==> src/rtl/nr_pkg.sv <==
// Shared encodings for the horizontal noise-reduction stream core.
package nr_pkg;

  typedef enum logic [1:0] {
    MODE_BYPASS = 2'd0,
    MODE_TEST   = 2'd1,
    MODE_FILT   = 2'd2
  } mode_e;

  typedef enum logic [1:0] {
    EMPTY = 2'd0,
    HOLD  = 2'd1,
    FLUSH = 2'd2
  } state_e;

  // [1 2 1] sum plus rounding needs two guard bits above the pixel width.
  function automatic int tap_w(input int pw);
    return pw + 2;
  endfunction

endpackage

==> src/rtl/nr_tap3.sv <==
// Rounded [1 2 1]/4 tap on three same-colour pixels.
module nr_tap3
  import nr_pkg::*;
#(
  parameter int PW = 10
) (
  input  logic [PW-1:0] l,
  input  logic [PW-1:0] c,
  input  logic [PW-1:0] r,
  output logic [PW-1:0] y
);

  localparam int SW = tap_w(PW);

  // Max sum is 4*(2^PW-1)+2, so the shifted result always fits in PW bits.
  function automatic logic [PW-1:0] round_121(input logic [PW-1:0] a,
                                              input logic [PW-1:0] b,
                                              input logic [PW-1:0] d);
    logic [SW-1:0] s;
    s = SW'(a) + (SW'(b) << 1) + SW'(d) + SW'(2);
    return s[SW-1:2];
  endfunction

  assign y = round_121(l, c, r);

endmodule

==> src/rtl/nr_hfilter_stream.sv <==
// RAW Bayer stream core: bypass, constant test pattern or horizontal
// same-colour [1 2 1]/4 filter, with one beat held back to see right neighbours.
module nr_hfilter_stream
  import nr_pkg::*;
#(
  parameter int                  PW         = 10,
  parameter int                  PPC        = 4,
  parameter logic [PPC*PW-1:0]   TP_PATTERN = 40'h4018060300
) (
  input  logic                clk,
  input  logic                rstn,
  input  logic [1:0]          mode,
  input  logic [PPC*PW-1:0]   in_data,
  input  logic                in_valid,
  input  logic                in_user,
  input  logic                in_last,
  output logic                in_ready,
  output logic [PPC*PW-1:0]   out_data,
  output logic                out_valid,
  output logic                out_user,
  output logic                out_last,
  input  logic                out_ready
);

  localparam int BW = PPC * PW;

  state_e            state_q, state_nxt;
  logic [1:0]        mode_q;
  logic [1:0]        beat_mode;
  logic              slot_free;
  logic              load_cur;
  logic              emit;
  logic              emit_last;
  logic              is_flush;

  logic [BW-1:0]     cur_data_p0;
  logic              cur_user_p0;
  logic [1:0]        cur_mode_p0;
  logic              cur_first_p0;
  logic [2*PW-1:0]   prev_tail_p0;

  logic [BW-1:0]     filt_data;
  logic [BW-1:0]     emit_data;

  assign slot_free = !out_valid || out_ready;
  assign is_flush  = (state_q == FLUSH);
  // An SOF beat takes the mode presented with it; other beats inherit the frame mode.
  assign beat_mode = in_user ? mode : mode_q;

  always_comb begin
    state_nxt = state_q;
    in_ready  = 1'b0;
    load_cur  = 1'b0;
    emit      = 1'b0;
    emit_last = 1'b0;
    case (state_q)
      EMPTY: begin
        in_ready = 1'b1;
        if (in_valid) begin
          load_cur  = 1'b1;
          state_nxt = in_last ? FLUSH : HOLD;
        end
      end
      HOLD: begin
        in_ready = slot_free;
        if (in_valid && slot_free) begin
          load_cur  = 1'b1;
          emit      = 1'b1;
          state_nxt = in_last ? FLUSH : HOLD;
        end
      end
      FLUSH: begin
        if (slot_free) begin
          emit      = 1'b1;
          emit_last = 1'b1;
          state_nxt = EMPTY;
        end
      end
      default: state_nxt = EMPTY;
    endcase
  end

  always_ff @(posedge clk or negedge rstn) begin
    if (!rstn) state_q <= EMPTY;
    else       state_q <= state_nxt;
  end

  // Filter taps: left edge from prev_tail or replicated, right edge from the
  // incoming beat or replicated when the held beat closes the line.
  for (genvar i = 0; i < PPC; i++) begin : g_tap
    logic [PW-1:0] l_px, c_px, r_px;
    assign c_px = cur_data_p0[i*PW +: PW];
    if (i >= 2) begin : g_l_in
      assign l_px = cur_data_p0[(i-2)*PW +: PW];
    end else begin : g_l_edge
      assign l_px = cur_first_p0 ? c_px : prev_tail_p0[i*PW +: PW];
    end
    if (i <= PPC - 3) begin : g_r_in
      assign r_px = cur_data_p0[(i+2)*PW +: PW];
    end else begin : g_r_edge
      assign r_px = is_flush ? c_px : in_data[(i-PPC+2)*PW +: PW];
    end
    nr_tap3 #(.PW(PW)) u_tap (
      .l (l_px),
      .c (c_px),
      .r (r_px),
      .y (filt_data[i*PW +: PW])
    );
  end

  always_comb begin
    case (cur_mode_p0)
      MODE_TEST: emit_data = TP_PATTERN;
      MODE_FILT: emit_data = filt_data;
      default:   emit_data = cur_data_p0;
    endcase
  end

  // ---- stage p0: held beat and left-neighbour history ----
  always_ff @(posedge clk or negedge rstn) begin
    if (!rstn) begin
      mode_q       <= '0;
      cur_data_p0  <= '0;
      cur_user_p0  <= 1'b0;
      cur_mode_p0  <= '0;
      cur_first_p0 <= 1'b0;
      prev_tail_p0 <= '0;
    end else begin
      if (load_cur) begin
        cur_data_p0  <= in_data;
        cur_user_p0  <= in_user;
        cur_mode_p0  <= beat_mode;
        cur_first_p0 <= (state_q == EMPTY);
        if (in_user) mode_q <= mode;
      end
      if (emit && !emit_last) prev_tail_p0 <= cur_data_p0[BW-1 -: 2*PW];
    end
  end

  // ---- stage p1: output register ----
  always_ff @(posedge clk or negedge rstn) begin
    if (!rstn) begin
      out_data  <= '0;
      out_valid <= 1'b0;
      out_user  <= 1'b0;
      out_last  <= 1'b0;
    end else if (emit) begin
      out_data  <= emit_data;
      out_valid <= 1'b1;
      out_user  <= cur_user_p0;
      out_last  <= emit_last;
    end else if (slot_free) begin
      out_valid <= 1'b0;
      out_user  <= 1'b0;
      out_last  <= 1'b0;
    end
  end

endmodule

==> config.mk <==
export PLATFORM = sky130hd
export DESIGN_NAME = nr_hfilter_stream
export DESIGN_NICKNAME = d
export VERILOG_FILES = /design/src/rtl/nr_pkg.sv /design/src/rtl/nr_tap3.sv /design/src/rtl/nr_hfilter_stream.sv
export SDC_FILE = /design/constraint.sdc
export NUM_CORES = 1
export LEC_CHECK = 0
export CORE_MARGIN = 2
export CORE_UTILIZATION = 55
export DETAILED_ROUTE_END_ITERATION = 10
export GPL_ROUTABILITY_DRIVEN = 0
export GPL_TIMING_DRIVEN = 0
export PLACE_DENSITY = 0.91
export REMOVE_ABC_BUFFERS = 1
export SYNTH_ARGS = -nofsm -noshare
export SYNTH_HDL_FRONTEND = slang
export SYNTH_SLANG_ARGS = --single-unit
==> constraint.sdc <==
create_clock -name clk -period 12.4 [get_ports clk]
set_clock_uncertainty 0.05 [all_clocks]
set_input_delay 2.48 -clock clk [delete_from_list [all_inputs] [get_ports clk]]
set_output_delay 2.48 -clock clk [all_outputs]
set_load 0.01 [all_outputs]
==> results_dict.tcl, run 1 <==
set metrics [dict create \
    clk-insertion-delay-late_ns 0.36 \
    setup_viol 0 \
    cts-htree-levels 3 \
    syn_area_per_cell_um2 9.802 \
    design.core.area_um2 12620 \
    synthesis.instances 723 \
    startpoint_type_of_the_worst_setup_path "input port" \
    place_ws_ns 5.785 \
    antenna_left 0 \
    die_width_um 117.5 \
    post_cts.repair.setup_buffers 0 \
    crit_type "in -> out" \
    length_in_cells_of_the_worst_reg_to_reg_path 12 \
    post_cts_hold_buffer_count 0 \
    critical_path_end_type "output pin" \
    synth-main-ff-cell "dfrtp_1" \
    share_of_final_layout_standard_cells_stronger_than_drive_strength_1 0.1149 \
    final.setup.worst_slack_ns 5.773 \
    cts_tree "built" \
    synthesis.area_um2 7087 \
    overflow 0 \
    cts_sinks 109 \
    max_freq_ghz 0.1509 \
    worst_ep_required_time_ns 9.87 \
    insertedDiodeCount 0 \
    postSynth.asyncResetShare 1.000 \
    io_buffer_count 91 \
    die_area_um2 13810 \
    average_detailed_routed_wire_length_per_instance_um 17.77 \
    grt_antenna_before_repair 0 \
    run_status "finished, final reports clean" \
    post_route_minimum_period_ns 6.627 \
    synth_sequential_area_ratio 0.3849 \
    mostFrequentLayoutCell "nand2_1" \
    drc 0 \
    hold_violations 0 \
    number_of_detailed_route_iterations_in_the_first_pass 5 \
    whs_path_depth 2 \
    place_hpwl_mm 11.68 \
    setup_total_negative_slack_ns 0 \
    synth_enable_flop_cells 0 \
    mostFrequentLayoutCells "nand2_1 (137), dfrtp_1 (109), clkdlybuf4s50_1 (90)" \
    timing.critical_path.fanout_max 9 \
    cts_resized 0 \
    grt_setup_unrepaired "false" \
    max_cap_viol_count 0 \
    root_buffer "clkbuf_16" \
    path_clk_slew_ns 0.07 \
    chipHeight_um 117.5 \
    yosys_warnings 0 \
    first_global_vias 5865 \
    ios 92 \
    min_period_over_period 0.5344 \
    cell_rows 41 \
    grt_first_pass_wirelength_mm 28.74 \
    route.final.wire_length_mm 17.30 \
    arrival_time_at_the_worst_endpoint_ns 4.10 \
    cts_made_buffers 9 \
    yosysUniqueCellTypes 48 \
    groute.usage.overall 0.2585 \
    areaGrowthSynthToFinish_pct 20.48 \
    synth-seq-cells 109 \
    via_count 5745 \
    maxSlewHeadroom 0.09501 \
    maxSlewViolCount 0 \
    start_util 0.5616 \
    initialDrtViolationCount 546 \
    cts-root-to-sink-buffers 2 \
    worstMarginPinSlew_ns 1.357 \
    finish.net_count 926 \
    hold_path.class "reg -> reg" \
    drt-vias-per-instance 5.904 \
    grt_start_max_net_pins 61 \
]
[routing by layer]
metal  vias up  track usage  routed length, um
li1       2660            -                  -
met4         0      0.07756                283
met3        32      0.06347                991
met5         -            0                  0
met1      2845       0.3401               7539
met2       208       0.4262               8481
[stage by stage]
stage | instance area (um^2) | std cells | hold slack, ns | utilization
after global placement | 8087 | 953 | 0.4167 | 0.6408
final | 8538 | 973 | 0.4304 | 0.6766
after global routing | 8538 | 973 | 0.4693 | 0.6766
after floorplan | 6960 | 690 | 0.4202 | -
after CTS | 8511 | 972 | 0.4385 | 0.6744
after detailed placement | 8185 | 957 | 0.4240 | 0.6486
[state kept, by name, summed over array words and instances, names as in the netlist]
register      count
cur_data_p0      40
cur_first_p0      1
cur_mode_p0       2
cur_user_p0       1
out_data         40
out_last          1
out_user          1
out_valid         1
prev_tail_p0     20
state_q           2
[synthesized netlist by cell type, types with 3 or more instances]
cell type  number  share of area
a21o_1          6         0.0064
o211ai_1       12          0.013
o31ai_1         3         0.0032
dfrtp_1       109           0.38
a211oi_1        3         0.0032
o21a_1          4         0.0042
mux2i_1         7         0.0099
a21oi_1        33          0.023
nand2_1       137          0.073
nor2_1         58          0.031
and3_1          4         0.0035
clkbuf_1       26          0.014
mux2_2         56          0.089
ha_1           49          0.087
buf_1           5         0.0026
xnor2_1         9          0.011
o221ai_1        5         0.0062
a221oi_1       17          0.021
nor3_1          8         0.0056
o21ai_0        28          0.020
xor2_1         18          0.022
nand2b_1        3         0.0026
o22ai_1         5         0.0044
fa_1           32          0.090
nor2b_1         4         0.0035
nand3_1        19          0.013
inv_1          33          0.017
[cells by family after synthesis]
group | Yosys count | synth area share
buffers and inverters | 66 | 0.03531
xor gates and xnor gates | 27 | 0.03337
muxes | 63 | 0.09887
and+or+nand+nor | 242 | 0.1412
DFF | 109 | 0.3849
AOI/OAI and AO/OA | 135 | 0.1294
adders and majority gates | 81 | 0.1769
[final cells by class]
cell class / count / area, um^2
Timing Repair Buffer: 96 / 1022
Fill cell: 978 / 4081
Clock inverter: 3 / 68.82
Clock buffer: 12 / 256.5
Inverter: 33 / 123.9
Tap cell: 172 / 215.2
Sequential cell: 109 / 2728
Multi-Input combinational cell: 548 / 4124
[worst paths after layout]
| check | start | endpoint | slack (ns) |
|---|---|---|---|
| max | out_ready | in_ready | 5.77 |
| min | out_data[29] | out_data[29] | 0.43 |
| max reg2reg | state_q[0] | out_data[28] | 7.70 |
| min reg2reg | out_data[29] | out_data[29] | 0.43 |
| max in group asynchronous | rstn | prev_tail_p0[8] | 9.41 |
| min in group asynchronous | rstn | cur_data_p0[30] | 2.15 |
[critical path, stage by stage]
cell and delay, ns:
clkdlybuf4s50_1 0.44, nand2b_1 0.40, a21o_1 0.23, clkdlybuf4s50_1 0.54
Power of run 1 is not shown: default switching activity piles up to over one toggle a cycle in this logic, so the estimate is an artifact.
==> run 2: changes to the inputs <==
Clock period 12.4 ns to 6.63 ns, I/O delays scaled along.
==> results of run 2 <==
Same layout as run 1 (identical final DEF). Status: finished, final reports clean.
Main changes from that run: setup slack after placement 5.785 ns -> 1.642 ns; setup slack after layout 5.773 ns -> 1.928 ns; start point of the critical path out_ready -> state_q[0]; end point of the critical path in_ready -> out_data[28]; register-to-register setup slack 7.70 ns -> 1.93 ns
Power of run 2 is left out for the same reason.
==> run 3: changes to the inputs <==
Clock period 6.63 ns to 4.7 ns, I/O delays scaled along.
==> run 3 against run 2 <==
  * Design area about the same
  * Critical path depth unchanged
  * Flip-flop and latch count unchanged
  * Highest routed layer unchanged
  * Largest cell class unchanged
==> results_dict.tcl, run 3 (synthesis gave the netlist of run 1 again) <==
set metrics [dict create \
    run_status "finished, final reports clean" \
    chipHeight_um 117.5 \
    crit_path_max_incr_delay_ns 0.66 \
    maxSlewViolCount 0 \
    grt_first_pass_wirelength_mm 28.74 \
    critical_path_end_type "register" \
    post_cts_hold_buffer_count 0 \
    cts_sinks 109 \
    place_hpwl_mm 11.68 \
    design.core.area_um2 12620 \
    post_route_minimum_period_ns 4.287 \
    cts-root-to-sink-buffers 2 \
    post_cts.repair.setup_buffers 0 \
    antenna_left 0 \
    crit_type "reg -> reg" \
    insertedDiodeCount 0 \
    hold_path.class "reg -> reg" \
    max_cap_viol_count 0 \
    share_of_final_layout_standard_cells_stronger_than_drive_strength_1 0.1161 \
    top_regs "cur_data_p0: 40 flops, out_data: 40 flops, prev_tail_p0: 20 flops" \
    grt_antenna_before_repair 0 \
    clk-insertion-delay-late_ns 0.36 \
    via_count 5751 \
    mostFrequentLayoutCell "nand2_1" \
    cts-htree-levels 3 \
    mostFrequentLayoutCells "nand2_1 (137), dfrtp_1 (109), clkdlybuf4s50_1 (90)" \
    max_freq_ghz 0.2333 \
    average_detailed_routed_wire_length_per_instance_um 17.80 \
    slowest_stage "ha_2" \
    finish.net_count 926 \
    cts_resized 0 \
    worstMarginPinSlew_ns 0.9939 \
    cts_made_buffers 9 \
    timing.reg2reg.setup_slack_ns 0.41 \
    min_period_over_period 0.9121 \
    route.final.wire_length_mm 17.32 \
    start_util 0.5616 \
    hold_violations 0 \
    timing.critical_path.fanout_max 24 \
    areaGrowthSynthToFinish_pct 20.52 \
    maxSlewHeadroom 0.3374 \
    arrival_time_at_the_worst_endpoint_ns 4.47 \
    number_of_detailed_route_iterations_in_the_first_pass 5 \
    io_buffer_count 91 \
    startpoint_type_of_the_worst_setup_path "register" \
    root_buffer "clkbuf_16" \
    initialDrtViolationCount 543 \
    grt_start_max_net_pins 61 \
    cts_tree "built" \
    cp_num_buf_inv 1 \
    drt-vias-per-instance 5.911 \
    overflow 0 \
    setup_viol 0 \
    path_cells "inv_1 > ha_2 > mux2_2 > fa_1 > ha_1 > and2_4 > a221o_1 > o21a_2 > a221o_2 > a21oi_2 > xnor2_1 > o221ai_2" \
    worst_ep_required_time_ns 4.88 \
    cell_rows 41 \
    drc 0 \
    layoutNonFillerInstCount 973 \
    die_area_um2 13810 \
    cell_total_after_placement 957 \
    timing.critical_path.max_delay_family "adder cells" \
    groute.usage.overall 0.2585 \
    first_global_vias 5865 \
    ios 92 \
    grt_setup_unrepaired "false" \
    die_width_um 117.5 \
    path_clk_slew_ns 0.07 \
]
-- run 3: final cells by class --
class	count	area (um^2)
multi-input combinational	548	4126
fill	976	4079
sequential	109	2728
timing repair buffer	96	1022
clock buffer	12	256.5
tap	172	215.2
inverter	33	123.9
clock inverter	3	68.82
-- run 3: routing by layer --
metal / up-vias / GRT usage / share of wire
met1: 2854 / 0.3401 / 0.44
met5: - / 0 / 0
met3: 32 / 0.06347 / 0.057
met2: 203 / 0.4262 / 0.49
li1: 2662 / - / -
met4: 0 / 0.07756 / 0.016
-- run 3: path summary, 6_finish.rpt --
check,start,to,depth (start not counted)
min reg2reg,out_data[29],out_data[29],2
max,state_q[0],out_data[28],12
max in group asynchronous,rstn,prev_tail_p0[8],2
min in group asynchronous,rstn,cur_data_p0[30],1
max reg2reg,state_q[0],out_data[28],12
min,out_data[29],out_data[29],2
-- run 3: stage by stage --
step | TNS (ns) | cell area (um^2) | hold slack [ns] | setup slack (ns) | utilization
floorplan | 0 | 6960 | 0.4202 | 0.5680 | -
global placement | -200.16 | 8087 | 0.4167 | -1.569 | 0.6408
detailed placement | 0 | 8185 | 0.4240 | 0.07610 | 0.6486
CTS | 0 | 8511 | 0.4385 | 0.01834 | 0.6744
global route | 0 | 8541 | 0.4693 | 0.2925 | 0.6768
finish | 0 | 8541 | 0.4305 | 0.4132 | 0.6768
-- run 3: worst register-to-register path, cell delays in order, from the launching register on --
cell and delay [ns]:
dfrtp_1 0.42, inv_1 0.10, ha_2 0.66, mux2_2 0.44, fa_1 0.45, ha_1 0.38, and2_4 0.19, a221o_1 0.36
o21a_2 0.25, a221o_2 0.39, a21oi_2 0.20, xnor2_1 0.16, o221ai_2 0.11
Power of run 3 is left out for the same reason.
